**src/rtl/imem_port_arbiter.sv**
```systemverilog
// Arbitrates one instruction-memory port between fetch and a loader, with hold/drain and starvation guard.
// Optional grant statistics counters are enabled with `define IMEM_ARB_STATS_EN.
module imem_port_arbiter #(
  parameter int DATA_WIDTH = 32,
  parameter int ADDR_WIDTH = 11,
  parameter int MAX_STARVE = 4
) (
  input  logic                  clk,
  input  logic                  rst_n,
  input  logic                  f_req,
  input  logic [ADDR_WIDTH-1:0] f_addr,
  output logic                  f_gnt,
  output logic                  f_rvalid,
  output logic [DATA_WIDTH-1:0] f_rdata,
  input  logic                  l_req,
  input  logic                  l_we,
  input  logic [ADDR_WIDTH-1:0] l_addr,
  input  logic [DATA_WIDTH-1:0] l_wdata,
  output logic                  l_gnt,
  output logic                  l_rvalid,
  output logic [DATA_WIDTH-1:0] l_rdata,
  input  logic                  l_hold,
  output logic                  hold_ack,
  output logic [ADDR_WIDTH-1:0] mem_addr,
  output logic [DATA_WIDTH-1:0] mem_wdata,
  output logic                  mem_we,
  input  logic [DATA_WIDTH-1:0] mem_q
`ifdef IMEM_ARB_STATS_EN
  ,
  output logic [31:0]           stat_fetch_cnt,
  output logic [31:0]           stat_load_cnt
`endif
);

  typedef enum logic [1:0] {S_RUN, S_DRAIN, S_HELD} state_t;

  localparam logic [3:0] STARVE_MAX = 4'(MAX_STARVE);

  state_t     state;
  logic [3:0] starve;
  logic       f_tag;
  logic       l_tag;

  always_comb begin
    f_gnt = 1'b0;
    l_gnt = 1'b0;
    if (rst_n) begin
      if (state == S_RUN) begin
        if (f_req && !(l_req && starve == STARVE_MAX)) f_gnt = 1'b1;
        else                                            l_gnt = l_req;
      end else begin
        l_gnt = l_req;
      end
    end
  end

  assign mem_we    = l_gnt & l_we;
  assign mem_addr  = l_gnt ? l_addr : f_addr;
  assign mem_wdata = l_gnt ? l_wdata : '0;

  // Gating with rst_n keeps a read granted just before reset from surfacing during it.
  assign f_rvalid = f_tag & rst_n;
  assign l_rvalid = l_tag & rst_n;
  assign f_rdata  = f_rvalid ? mem_q : '0;
  assign l_rdata  = l_rvalid ? mem_q : '0;

  always_ff @(posedge clk) begin
    if (!rst_n) begin
      state    <= S_RUN;
      starve   <= '0;
      f_tag    <= 1'b0;
      l_tag    <= 1'b0;
      hold_ack <= 1'b0;
    end else begin
      f_tag <= f_gnt;
      l_tag <= l_gnt & ~l_we;
      case (state)
        S_RUN: begin
          if (l_gnt || !l_req)          starve <= '0;
          else if (starve != STARVE_MAX) starve <= starve + 4'd1;
          if (l_hold) begin
            state  <= S_DRAIN;
            starve <= '0;
          end
        end
        // One cycle lets the last RUN-cycle fetch read return before exclusivity.
        S_DRAIN: begin
          starve <= '0;
          if (l_hold) begin
            state    <= S_HELD;
            hold_ack <= 1'b1;
          end else begin
            state <= S_RUN;
          end
        end
        S_HELD: begin
          starve <= '0;
          if (!l_hold) begin
            state    <= S_RUN;
            hold_ack <= 1'b0;
          end
        end
        default: begin
          state    <= S_RUN;
          starve   <= '0;
          hold_ack <= 1'b0;
        end
      endcase
    end
  end

`ifdef IMEM_ARB_STATS_EN
  always_ff @(posedge clk) begin
    if (!rst_n) begin
      stat_fetch_cnt <= '0;
      stat_load_cnt  <= '0;
    end else begin
      stat_fetch_cnt <= stat_fetch_cnt + {31'b0, f_gnt};
      stat_load_cnt  <= stat_load_cnt + {31'b0, l_gnt};
    end
  end
`endif

endmodule

```
**config.mk**
```make
export PLATFORM = sky130hd
export DESIGN_NAME = imem_port_arbiter
export DESIGN_NICKNAME = d
export VERILOG_FILES = /design/src/rtl/imem_port_arbiter.sv
export SDC_FILE = /design/constraint.sdc
export NUM_CORES = 1
export LEC_CHECK = 0
export CAP_MARGIN = 20
export CORE_MARGIN = 10
export CORE_UTILIZATION = 22
export CTS_BUF_LIST = sky130_fd_sc_hd__clkbuf_8 sky130_fd_sc_hd__clkbuf_16
export DETAILED_ROUTE_END_ITERATION = 7
export PLACE_DENSITY_LB_ADDON = 0.25
export SETUP_SLACK_MARGIN = 0.02
export SYNTH_ARGS = -nofsm -noshare
export SYNTH_HDL_FRONTEND = slang
export SYNTH_SLANG_ARGS = --single-unit
```
**constraint.sdc**
```tcl
create_clock -name clk -period 2.2 [get_ports clk]
set_input_delay 0.44 -clock clk [delete_from_list [all_inputs] [get_ports clk]]
set_output_delay 0.44 -clock clk [all_outputs]
set_load 0.01 [all_outputs]
```
[Word level (Yosys, flattened, before mapping)]
Cells that the tools add are included.
Storage, ports and cells
  register bits: 9
  input bits: 92
  output and inout port bits: 113
  logic and storage cells: 46
Cells by class
  $add $sub $neg: 1
  eq/ne operators: 7
  multiplexer cells: 17
  bitwise gates (word level): 7
  reductions and logical operators: 9
Operators by type and width (count)
  $mux 32: 3
  $mux 11: 1
  $mux 1: 8
  $mux 2: 3
  $ne 2x2->1 const B: 3
  $pmux 2 s3: 1
  $add 4x1->4 const B: 1
  $and 1x1->1: 4
  $eq 4x3->1 const B: 1
  $ne 4x3->1 const B: 1
  $reduce_or 4->1: 1
  $not 1->1: 3
  $pmux 1 s3: 1
  $reduce_and 3->1: 1
  $eq 2x1->1 const B: 1
  $eq 2x2->1 const B: 1
  $logic_and 1x1->1: 2
  $logic_not 1->1: 2
  $logic_not 2->1: 1
  $reduce_and 2->1: 1
  $logic_or 1x1->1: 1

[Depth between registers and ports, before layout]
  word-level depth: 9
  gate-level depth with buffers: 6
  depth with buffers taken out: 5

[Worst setup path before layout]
OpenSTA, ideal clock, no wires.
  kind: register to output
  from: register starve[0]
  to: output mem_addr[5]
  arrival: 1516 ps
  data required time: 1760 ps
  slack: 244 ps
  stages on the path, launching flop included: 7
  buffers on the path: 1
  cell sequence: dfxtp_1 > inv_1 > ha_1 > nand4b_2 > a31oi_4 > buf_8 > mux2_4
Between the ends
  cells in the longest elaborated chain, start to end: 8
RTL lines
  start, declared: line 40  | logic [3:0] starve;
  start signal, assigned: line 80  | else if (starve != STARVE_MAX) starve <= starve + 4'd1;
  $eq 4x3->1: line 49  | if (f_req && !(l_req && starve == STARVE_MAX)) f_gnt = 1'b1;
  $logic_and 1x1->1: line 49
  $logic_not 1->1: line 49
  $logic_and 1x1->1: line 49
  $mux 1: line 49
  $mux 1: line 48  | if (state == S_RUN) begin
  $mux 1: line 47  | if (rst_n) begin
  $mux 11: line 58  | assign mem_addr = l_gnt ? l_addr : f_addr;
  end, declared: line 24  | output logic [ADDR_WIDTH-1:0] mem_addr,
Every way passes these cells.

[Final worst setup path]
  from: register starve[1]
  to: output mem_addr[2]
The elaborated chain is that of the path after synthesis.

==> results.json <==
{
  "coreArea_um2": 5510,
  "rr_startpoint": "starve[1]$_SDFFE_PP0P_",
  "die_x_um": 95.5,
  "slew_headroom": 0.825,
  "crit_start": "starve[1]$_SDFFE_PP0P_",
  "path_delay_family": "buffers and inverters",
  "min_to": "starve[0]$_SDFFE_PP0P_",
  "wirelength_um": 8220,
  "whs_ns": 0.556,
  "place_area_um2": 3470,
  "wire_per_inst_um": 17.9,
  "grt_first_pass_wirelength_um": 11200,
  "crit_required_ns": 1.76,
  "syn_nets": 262,
  "chipHeight_um": 95.5,
  "insertion_delay_ns": 0.23,
  "p_leak_nw": 1.73,
  "grt_pass1_vias": 2024,
  "drcViolationCount": 0,
  "dieArea_um2": 9130,
  "cpMostUsedCell": "buf_6",
  "drive_above_1_share": 0.241,
  "r2r_cells": 6,
  "max_clock_freq_mhz": 447,
  "start_kind": "flop",
  "clk_pin_slew_ns": 0.04,
  "synth_area_um2": 1250,
  "layout_min_cycle_time_ns": 2.24,
  "drv_cap": 0,
  "peakVddDrop_v": 0.000149,
  "status": "finished with violations",
  "path_buf_inv": 4,
  "stdcell_count": 458,
  "hp-start": "starve[0]$_SDFFE_PP0P_",
  "fin_skew_ns": 0.00381,
  "final-setup-viol-count": 5,
  "post-route-util": 0.655,
  "syn_inst": 168,
  "grt_max_degree": 71,
  "numClockSinks": 9,
  "initial_core_util": 0.228,
  "hold_path_class": "reg2reg",
  "crit_chain": "inv_2 -> ha_4 -> nand4b_4 -> a31oi_4 -> buf_4 -> buf_6 -> mux2_4 -> buf_6",
  "ios": 205,
  "powerDensity_nw_per_um2": 234,
  "layout_setup_ws_ns": -0.0374,
  "vias_per_cell": 4.52,
  "synth_cell_types": 29,
  "hold_violations": 0,
  "nNetsFinal": 481,
  "finalMaxSlewViolations": 0,
  "cpPeakStageDelay_ns": 0.32,
  "drt_pass1_iterations": 6,
  "dp_cells": 445,
  "clockBufferDepth": 2,
  "period_share": 1.02,
  "cp_slowest_cell": "dfxtp_2",
  "drtAntennaViolNets": 0,
  "numPortBuffers": 204,
  "n_antenna_cell": 0,
  "cts-root-buf": "clkbuf_8",
  "globalRoute.totalOverflow": 0,
  "r2r_slack_ns": 0.97,
  "ys_seq_elements": 9,
  "cts.htree.levels": 1,
  "fin_area_um2": 3610,
  "crit_cells": 8,
  "hold_depth": 2,
  "crit_fanout": 7,
  "via_count": 2069,
  "yosysWarnings": 0,
  "rows": 27,
  "drtIter0Drc": 53,
  "place_hpwl_um": 6850,
  "ys_seq_area_frac": 0.144,
  "end_kind": "output pin",
  "violations": "negative setup slack",
  "cp.arrival_ns": 1.80,
  "antenna_found_initial": 0,
  "grt_util_all_layers": 0.155,
  "layout_common_cells": "clkdlybuf4s50_1 (155), and3_1 (64), and2_1 (36), buf_6 (19), buf_2 (16)",
  "mostFrequentLayoutCell": "clkdlybuf4s50_1",
  "gp_congestion": 0.822,
  "tightest_slew_ns": 0.263,
  "synth.avg_cell_area_um2": 7.47,
  "rsz0062_at_grt": "yes",
  "cts_made_buffers": 3,
  "synthToLayoutAreaGrowth_pct": 187,
  "crit_type": "reg2out",
  "r2r_end": "l_tag$_SDFF_PN0_",
  "tritoncts": "built"
}
report_power, final:
part	leakage [nW]	total [mW]	internal (mW)	switching, mW
clock	0.0269	0.184	0.121	0.0626
combinational	1.63	0.488	0.322	0.166
sequential	0.0738	0.172	0.169	0.00316
total	1.73	0.844	0.613	0.231
flip-flops by register name (all words and copies together), names as in the netlist:
register,flops
starve,4
f_tag,1
hold_ack,1
state,2
l_tag,1
per-stage QoR:
step	TNS [ns]	worst slack [ns]	power, mW
finish	-0.120	-0.0374	0.844
global route	-1.70	-0.113	0.896
CTS	-0.659	-0.0549	0.857
detailed placement	-46.48	-0.607	0.644
global placement	-45.79	-0.593	0.638
floorplan	0	0.244	0.316
metal layers:
metal	track usage	up-vias	part of all wire
met5	0	-	0
met4	0.0258	0	0.0050
met3	0.0880	2	0.15
met2	0.293	138	0.49
met1	0.145	907	0.35
li1	-	1022	-
worst max-delay path by stage:
stage | to
detailed placement | mem_addr[2]
global route | mem_addr[2]
CTS | mem_addr[6]
global placement | mem_addr[2]
floorplan | mem_addr[5]
finish | mem_addr[2]
logic make-up after synthesis:
| kind of cell | share of synthesized area |
|---|---|
| adders and majority gates | 0.0199 |
| buffers and inverters | 0.0738 |
| DFF | 0.144 |
| xor gates and xnor gates | 0.00698 |
| AOI/OAI and AO/OA | 0.0409 |
| and+or+nand+nor | 0.593 |
| muxes | 0.122 |
cells in the mapped netlist:
| master | n | area [um^2] |
|---|---|---|
| nand3b_1 | 1 | 7.51 |
| nor2_1 | 3 | 11.3 |
| mux2i_1 | 1 | 10.0 |
| nand4bb_1 | 1 | 11.3 |
| mux2_4 | 5 | 75.1 |
| nor2b_1 | 3 | 18.8 |
| buf_8 | 1 | 15.0 |
| clkbuf_2 | 2 | 10.0 |
| nand2_1 | 2 | 7.51 |
| nand2b_1 | 1 | 6.26 |
| mux2_2 | 6 | 67.6 |
| nand4b_2 | 1 | 15.0 |
| or2b_1 | 1 | 7.51 |
| o21ai_0 | 2 | 10.0 |
| ha_1 | 2 | 25.0 |
| nand3_1 | 1 | 5.00 |
| dfxtp_1 | 9 | 180 |
| nor3_1 | 1 | 5.00 |
| and2_1 | 36 | 225 |
| inv_1 | 3 | 11.3 |
| buf_4 | 1 | 7.51 |
| clkbuf_1 | 13 | 48.8 |
| and4_1 | 2 | 17.5 |
| and3_1 | 64 | 400 |
| a21oi_1 | 1 | 5.00 |
| nor2_2 | 1 | 6.26 |
| xnor2_1 | 1 | 8.76 |
| a211oi_1 | 2 | 15.0 |
| a31oi_4 | 1 | 21.3 |
worst min-delay path, cell delays in order, from the launching register on:
cell	delay, ns
dfxtp_1	0.34
buf_4	0.13
a211oi_1	0.04
final cells by class:
class	count	area (um^2)
Timing Repair Buffer	231	2250
Clock buffer	3	41.3
Sequential cell	9	181
Inverter	3	11.3
Multi-Input combinational cell	139	1030
Clock inverter	1	3.75
Fill cell	485	1900
Tap cell	72	90.1
what timing repair did:
item,4_1_cts,5_1_grt
setup endpoints to repair,112,103
gates resized for setup,189,14
pin swaps,2,0
cloned,2,1
hold buffers,0,0
endpoints found under the hold margin,0,0
setup buffers,7,1
Power figures use the tool's default switching activity.
